`config.mk`:
```
export PLATFORM = sky130hd
export DESIGN_NAME = key_evt_deb
export DESIGN_NICKNAME = d
export VERILOG_FILES = /design/src/rtl/key_evt_deb.sv
export SDC_FILE = /design/constraint.sdc
export NUM_CORES = 1
export LEC_CHECK = 0
export ABC_AREA = 0
export CORE_MARGIN = 2
export CORE_UTILIZATION = 40
export DETAILED_ROUTE_END_ITERATION = 12
export GPL_TIMING_DRIVEN = 0
export PLACE_DENSITY = 0.57
export SYNTH_ARGS = -nofsm -noshare
export SYNTH_HDL_FRONTEND = slang
export SYNTH_SLANG_ARGS = --single-unit
```
`constraint.sdc`:
```
create_clock -name clk -period 2.3 [get_ports clk]
set_input_delay 0.46 -clock clk [delete_from_list [all_inputs] [get_ports clk]]
set_output_delay 0.46 -clock clk [all_outputs]
set_load 0.005 [all_outputs]
```
`src/rtl/key_evt_deb.sv`:
```
// Multi-key debouncer with press/release/long-press events, 2-flop input sync per key.
// Optional auto-repeat in the LONG state is compiled in when KEY_REPEAT_EN is defined.
module key_evt_deb #(
  parameter int unsigned       KEY_WIDTH  = 1,
  parameter bit                ACTIVE_LOW = 1'b1,
  parameter int unsigned       DEB_W      = 20,
  parameter logic [DEB_W-1:0]  DEB_MAX    = 20'h7_ffff,
  parameter int unsigned       HOLD_W     = 24,
  parameter logic [HOLD_W-1:0] LONG_MAX   = 24'd2_000_000,
  parameter logic [HOLD_W-1:0] REPEAT_MAX = 24'd250_000
) (
  input  logic                 clk,
  input  logic                 rst_n,
  input  logic [KEY_WIDTH-1:0] key_in,
  output logic [KEY_WIDTH-1:0] key_deb,
  output logic [KEY_WIDTH-1:0] press_pls,
  output logic [KEY_WIDTH-1:0] release_pls,
  output logic [KEY_WIDTH-1:0] long_pls,
  output logic [KEY_WIDTH-1:0] rpt_pls
);

  typedef enum logic [1:0] {
    ST_IDLE,
    ST_HELD,
    ST_LONG
  } state_e;

  localparam logic IDLE_LVL  = ACTIVE_LOW;
  localparam logic PRESS_LVL = ~ACTIVE_LOW;

  for (genvar i = 0; i < KEY_WIDTH; i++) begin : g_key
    logic              s1_q, s1_d;
    logic              s2_q, s2_d;
    logic              deb_q, deb_d;
    logic [DEB_W-1:0]  deb_cnt_q, deb_cnt_d;
    state_e            state_q, state_d;
    logic [HOLD_W-1:0] hold_cnt_q, hold_cnt_d;
    logic              press_q, press_d;
    logic              release_q, release_d;
    logic              long_q, long_d;
    logic              rpt_q, rpt_d;
    logic              pressed;

    // Debounce: any cycle where s2 matches the accepted level restarts the count.
    always_comb begin
      // NOTE: every always_comb output gets a default first so no path can infer a latch.
      s1_d      = key_in[i];
      s2_d      = s1_q;
      deb_d     = deb_q;
      deb_cnt_d = '0;
      if (s2_q != deb_q) begin
        if (deb_cnt_q == DEB_MAX) begin
          deb_d = s2_q;
        end else begin
          deb_cnt_d = deb_cnt_q + DEB_W'(1);
        end
      end
    end

    assign pressed = (deb_q == PRESS_LVL);

    // Event FSM works from the registered debounced level, so every pulse trails key_deb by one cycle.
    always_comb begin
      state_d    = state_q;
      hold_cnt_d = hold_cnt_q;
      press_d    = 1'b0;
      release_d  = 1'b0;
      long_d     = 1'b0;
      rpt_d      = 1'b0;
      case (state_q)
        ST_IDLE: begin
          if (pressed) begin
            press_d    = 1'b1;
            hold_cnt_d = '0;
            state_d    = ST_HELD;
          end
        end
        ST_HELD: begin
          if (!pressed) begin
            release_d  = 1'b1;
            hold_cnt_d = '0;
            state_d    = ST_IDLE;
          end else if (hold_cnt_q == LONG_MAX - HOLD_W'(1)) begin
            long_d     = 1'b1;
            hold_cnt_d = '0;
            state_d    = ST_LONG;
          end else begin
            hold_cnt_d = hold_cnt_q + HOLD_W'(1);
          end
        end
        ST_LONG: begin
          if (!pressed) begin
            release_d  = 1'b1;
            hold_cnt_d = '0;
            state_d    = ST_IDLE;
          end else begin
`ifdef KEY_REPEAT_EN
            if (hold_cnt_q == REPEAT_MAX - HOLD_W'(1)) begin
              rpt_d      = 1'b1;
              hold_cnt_d = '0;
            end else begin
              hold_cnt_d = hold_cnt_q + HOLD_W'(1);
            end
`else
            hold_cnt_d = '0;
`endif
          end
        end
        default: begin
          hold_cnt_d = '0;
          state_d    = ST_IDLE;
        end
      endcase
    end

    always_ff @(posedge clk) begin
      // NOTE: sequential state uses non-blocking assignments so all flops update from pre-edge values.
      if (!rst_n) begin
        s1_q       <= IDLE_LVL;
        s2_q       <= IDLE_LVL;
        deb_q      <= IDLE_LVL;
        deb_cnt_q  <= '0;
        state_q    <= ST_IDLE;
        hold_cnt_q <= '0;
        press_q    <= 1'b0;
        release_q  <= 1'b0;
        long_q     <= 1'b0;
        rpt_q      <= 1'b0;
      end else begin
        s1_q       <= s1_d;
        s2_q       <= s2_d;
        deb_q      <= deb_d;
        deb_cnt_q  <= deb_cnt_d;
        state_q    <= state_d;
        hold_cnt_q <= hold_cnt_d;
        press_q    <= press_d;
        release_q  <= release_d;
        long_q     <= long_d;
        rpt_q      <= rpt_d;
      end
    end

    assign key_deb[i]     = deb_q;
    assign press_pls[i]   = press_q;
    assign release_pls[i] = release_q;
    assign long_pls[i]    = long_q;
    assign rpt_pls[i]     = rpt_q;
  end

endmodule
```
==> impl_metrics.json <==
{
  "fin_tns_setup_ps": 0,
  "grt_pass1_wl_um": 7760,
  "drtIter0Drc": 94,
  "synth_common_cells": "dfxtp_1, nor2_1, nand2_1",
  "dieHeight_um": 81.8,
  "drive_gt1_frac": 0.0856,
  "rrSetupSlack_ps": 240,
  "yosys_warnings": 0,
  "drt_wl_total_um": 4410,
  "hold_start": "g_key[0].s1_q$_SDFF_PN1_",
  "routed_via_density": 5.01,
  "cts_hold_buffers": 0,
  "cts_buffers": 5,
  "drc": 0,
  "antenna_cells": 0,
  "clock_path_buffers": 2,
  "synth_seq_cells": 52,
  "wl_met3_um": 111,
  "slew-limit-headroom": 0.495,
  "post_cts_buffers": 0,
  "powerDensity_nw_per_um2": 543,
  "num-fill-cells": 611,
  "grt_overflow_total": 0,
  "antenna_left": 0,
  "synth-edff-count": 0,
  "pin_count": 8,
  "finClkSkew_ps": 13.4,
  "num_vias": 1840,
  "start_util": 0.412,
  "core.rowCount": 28,
  "worst_ep_required_time_ps": 2490,
  "cp_data_arrival_time_ps": 2250,
  "rr_endpoint": "g_key[0].hold_cnt_q[16]$_SDFFE_PN0P_",
  "tightest_slew_ps": 752,
  "cts.root.buffer_cell": "clkbuf_8",
  "min_period_ps": 2060,
  "yosysSeqAreaShare": 0.430,
  "rsz0062_at_grt": "false",
  "num-nets-final": 299,
  "synth.distinct_cells": 46,
  "top_layer": "met4",
  "clkTransAtPathRegs_ps": 90,
  "insertion_delay_ps": 310,
  "p_leak_uw": 0.000875,
  "netlist.area_leader.share": 0.430,
  "holdPathStages": 1,
  "finalSetupViolations": 0,
  "antenna_found_initial": 0,
  "grt_pass1_vias": 1747,
  "whs_endpoint": "g_key[0].s2_q$_SDFF_PN1_",
  "ir_drop_mv": 0.310,
  "h-tree-depth": 2,
  "tritoncts": "built",
  "area_growth_pct": 10.5,
  "wl_per_cell_um": 12.0,
  "die_x_um": 81.8,
  "crit_path_max_fanout": 10,
  "startpoint_type": "flip-flop",
  "path_class": "flip-flop to flip-flop",
  "wl_met2_um": 2030,
  "wl_met1_um": 2210,
  "cts_resized": 0,
  "grt_usage": 0.148,
  "dpl_cell_area_um2": 2580,
  "synthCells": 278,
  "fmax_ghz": 0.485,
  "die-area_um2": 6690,
  "status": "finished, final reports clean",
  "clock_sinks": 52,
  "coreArea_um2": 5890,
  "synth-main-ff-cell": "dfxtp_1",
  "final_area_um2": 2680,
  "netlist_area_um2": 2420,
  "reg2reg_from": "g_key[0].state_q[0]$_SDFFE_PN0P_",
  "maxSlewViolCount": 0,
  "routabilityCongestion": 0.737,
  "syn_nets": 286,
  "maxCapViolCount": 0,
  "async_flop_share": 0,
  "synth_area_per_cell_um2": 8.71,
  "timing.final.crit_share": 0.897,
  "drt_pass1_iterations": 4,
  "yosysTopAreaCell": "dfxtp_1",
  "whs_ps": 417,
  "cp-end-kind": "flip-flop",
  "dp_hpwl_um": 3210,
  "yosysMostFrequentCell": "dfxtp_1",
  "hp-class": "flip-flop to flip-flop",
  "portBuffers": 6,
  "synth_area_leaders": "dfxtp_1, nor2_1, xnor2_1, xor2_1, nand2_1",
  "hold_violations": 0,
  "grt_max_degree": 18,
  "reg2regPathDepth": 8,
  "utilization": 0.455
}
logic make-up after synthesis:
logic type	synth area share
muxes	0.00826
adders and majority gates	0.0258
DFF	0.430
AOI/OAI and AO/OA	0.0749
and+or+nand+nor	0.308
other	0.00155
buffers and inverters	0.0362
xor gates and xnor gates	0.116
routing by layer:
| metal | global-route usage | up-vias |
|---|---|---|
| met5 | 0 | - |
| met2 | 0.243 | 16 |
| met4 | 0.0500 | 0 |
| met1 | 0.191 | 841 |
| met3 | 0.0352 | 5 |
| li1 | - | 978 |
layout make-up:
type | count | area [um2] | share of cell area
timing repair buffer | 6 | 60.1 | 0.0224
sequential | 52 | 1040 | 0.389
inverter | 12 | 45.0 | 0.0168
buffer | 6 | 42.5 | 0.0159
multi-input combinational | 208 | 1300 | 0.487
tap | 75 | 93.8 | 0.0351
clock inverter | 3 | 21.3 | 0.00795
clock buffer | 5 | 68.8 | 0.0257
flip-flops by register name, indices dropped and copies added, names as in the netlist:
register          count
g_key.s2_q            1
g_key.deb_cnt_q      20
long_pls              1
release_pls           1
press_pls             1
g_key.s1_q            1
g_key.state_q         2
g_key.hold_cnt_q     24
key_deb               1
critical path, cell delays in order (launching register included):
cell	delay, ps
dfxtp_1	380
inv_1	70
ha_1	240
and2_4	170
buf_6	130
or4_4	580
nor3_2	190
xnor2_1	130
nor2_1	50
how the worst max path moves through the flow:
stage / from / end / slack [ps] / depth (start not counted)
finish: g_key[0].state_q[0]$_SDFFE_PN0P_ / g_key[0].hold_cnt_q[16]$_SDFFE_PN0P_ / 240 / 8
detailed placement: rst_n / g_key[0].hold_cnt_q[21]$_SDFFE_PN0P_ / 60 / 6
global placement: rst_n / g_key[0].hold_cnt_q[21]$_SDFFE_PN0P_ / 70 / 6
CTS: g_key[0].hold_cnt_q[0]$_SDFFE_PN0P_ / g_key[0].hold_cnt_q[8]$_SDFFE_PN0P_ / 110 / 7
floorplan: g_key[0].state_q[0]$_SDFFE_PN0P_ / g_key[0].hold_cnt_q[16]$_SDFFE_PN0P_ / 360 / 8
global route: g_key[0].state_q[0]$_SDFFE_PN0P_ / g_key[0].hold_cnt_q[18]$_SDFFE_PN0P_ / 100 / 8
metrics by stage:
| stage | worst slack (ps) | power (uW) | cells |
|---|---|---|---|
| 6_report | 238 | 1450 | 367 |
| 3_3_place_gp | 66.4 | 950 | 359 |
| 4_1_cts | 110 | 1480 | 367 |
| 3_5_place_dp | 57.4 | 950 | 359 |
| 5_1_grt | 104 | 1520 | 367 |
| 2_1_floorplan | 361 | 940 | 278 |
power by group:
part / switching, uW / internal (uW) / leakage (uW)
clock: 309 / 216 / 0.0000445
sequential: 1.01 / 902 / 0.000419
combinational: 15.8 / 9.54 / 0.000411
placed cells by master, fill, tap and decap left out, drive strengths merged, types with 4 or more instances in the layout:
cell type and instances:
clkdlybuf4s50 6, xnor2 17, nor2 43, dfxtp 52
nor4 4, nand2 24, ha 5, nand4 11
a21oi 10, a31oi 6, xor2 15, buf 5
o21ai 5, nor3 7, inv 13, and3 8
and4 4, nand2b 4, clkbuf 6, nand3 18
(Power assumes the default switching activity.)
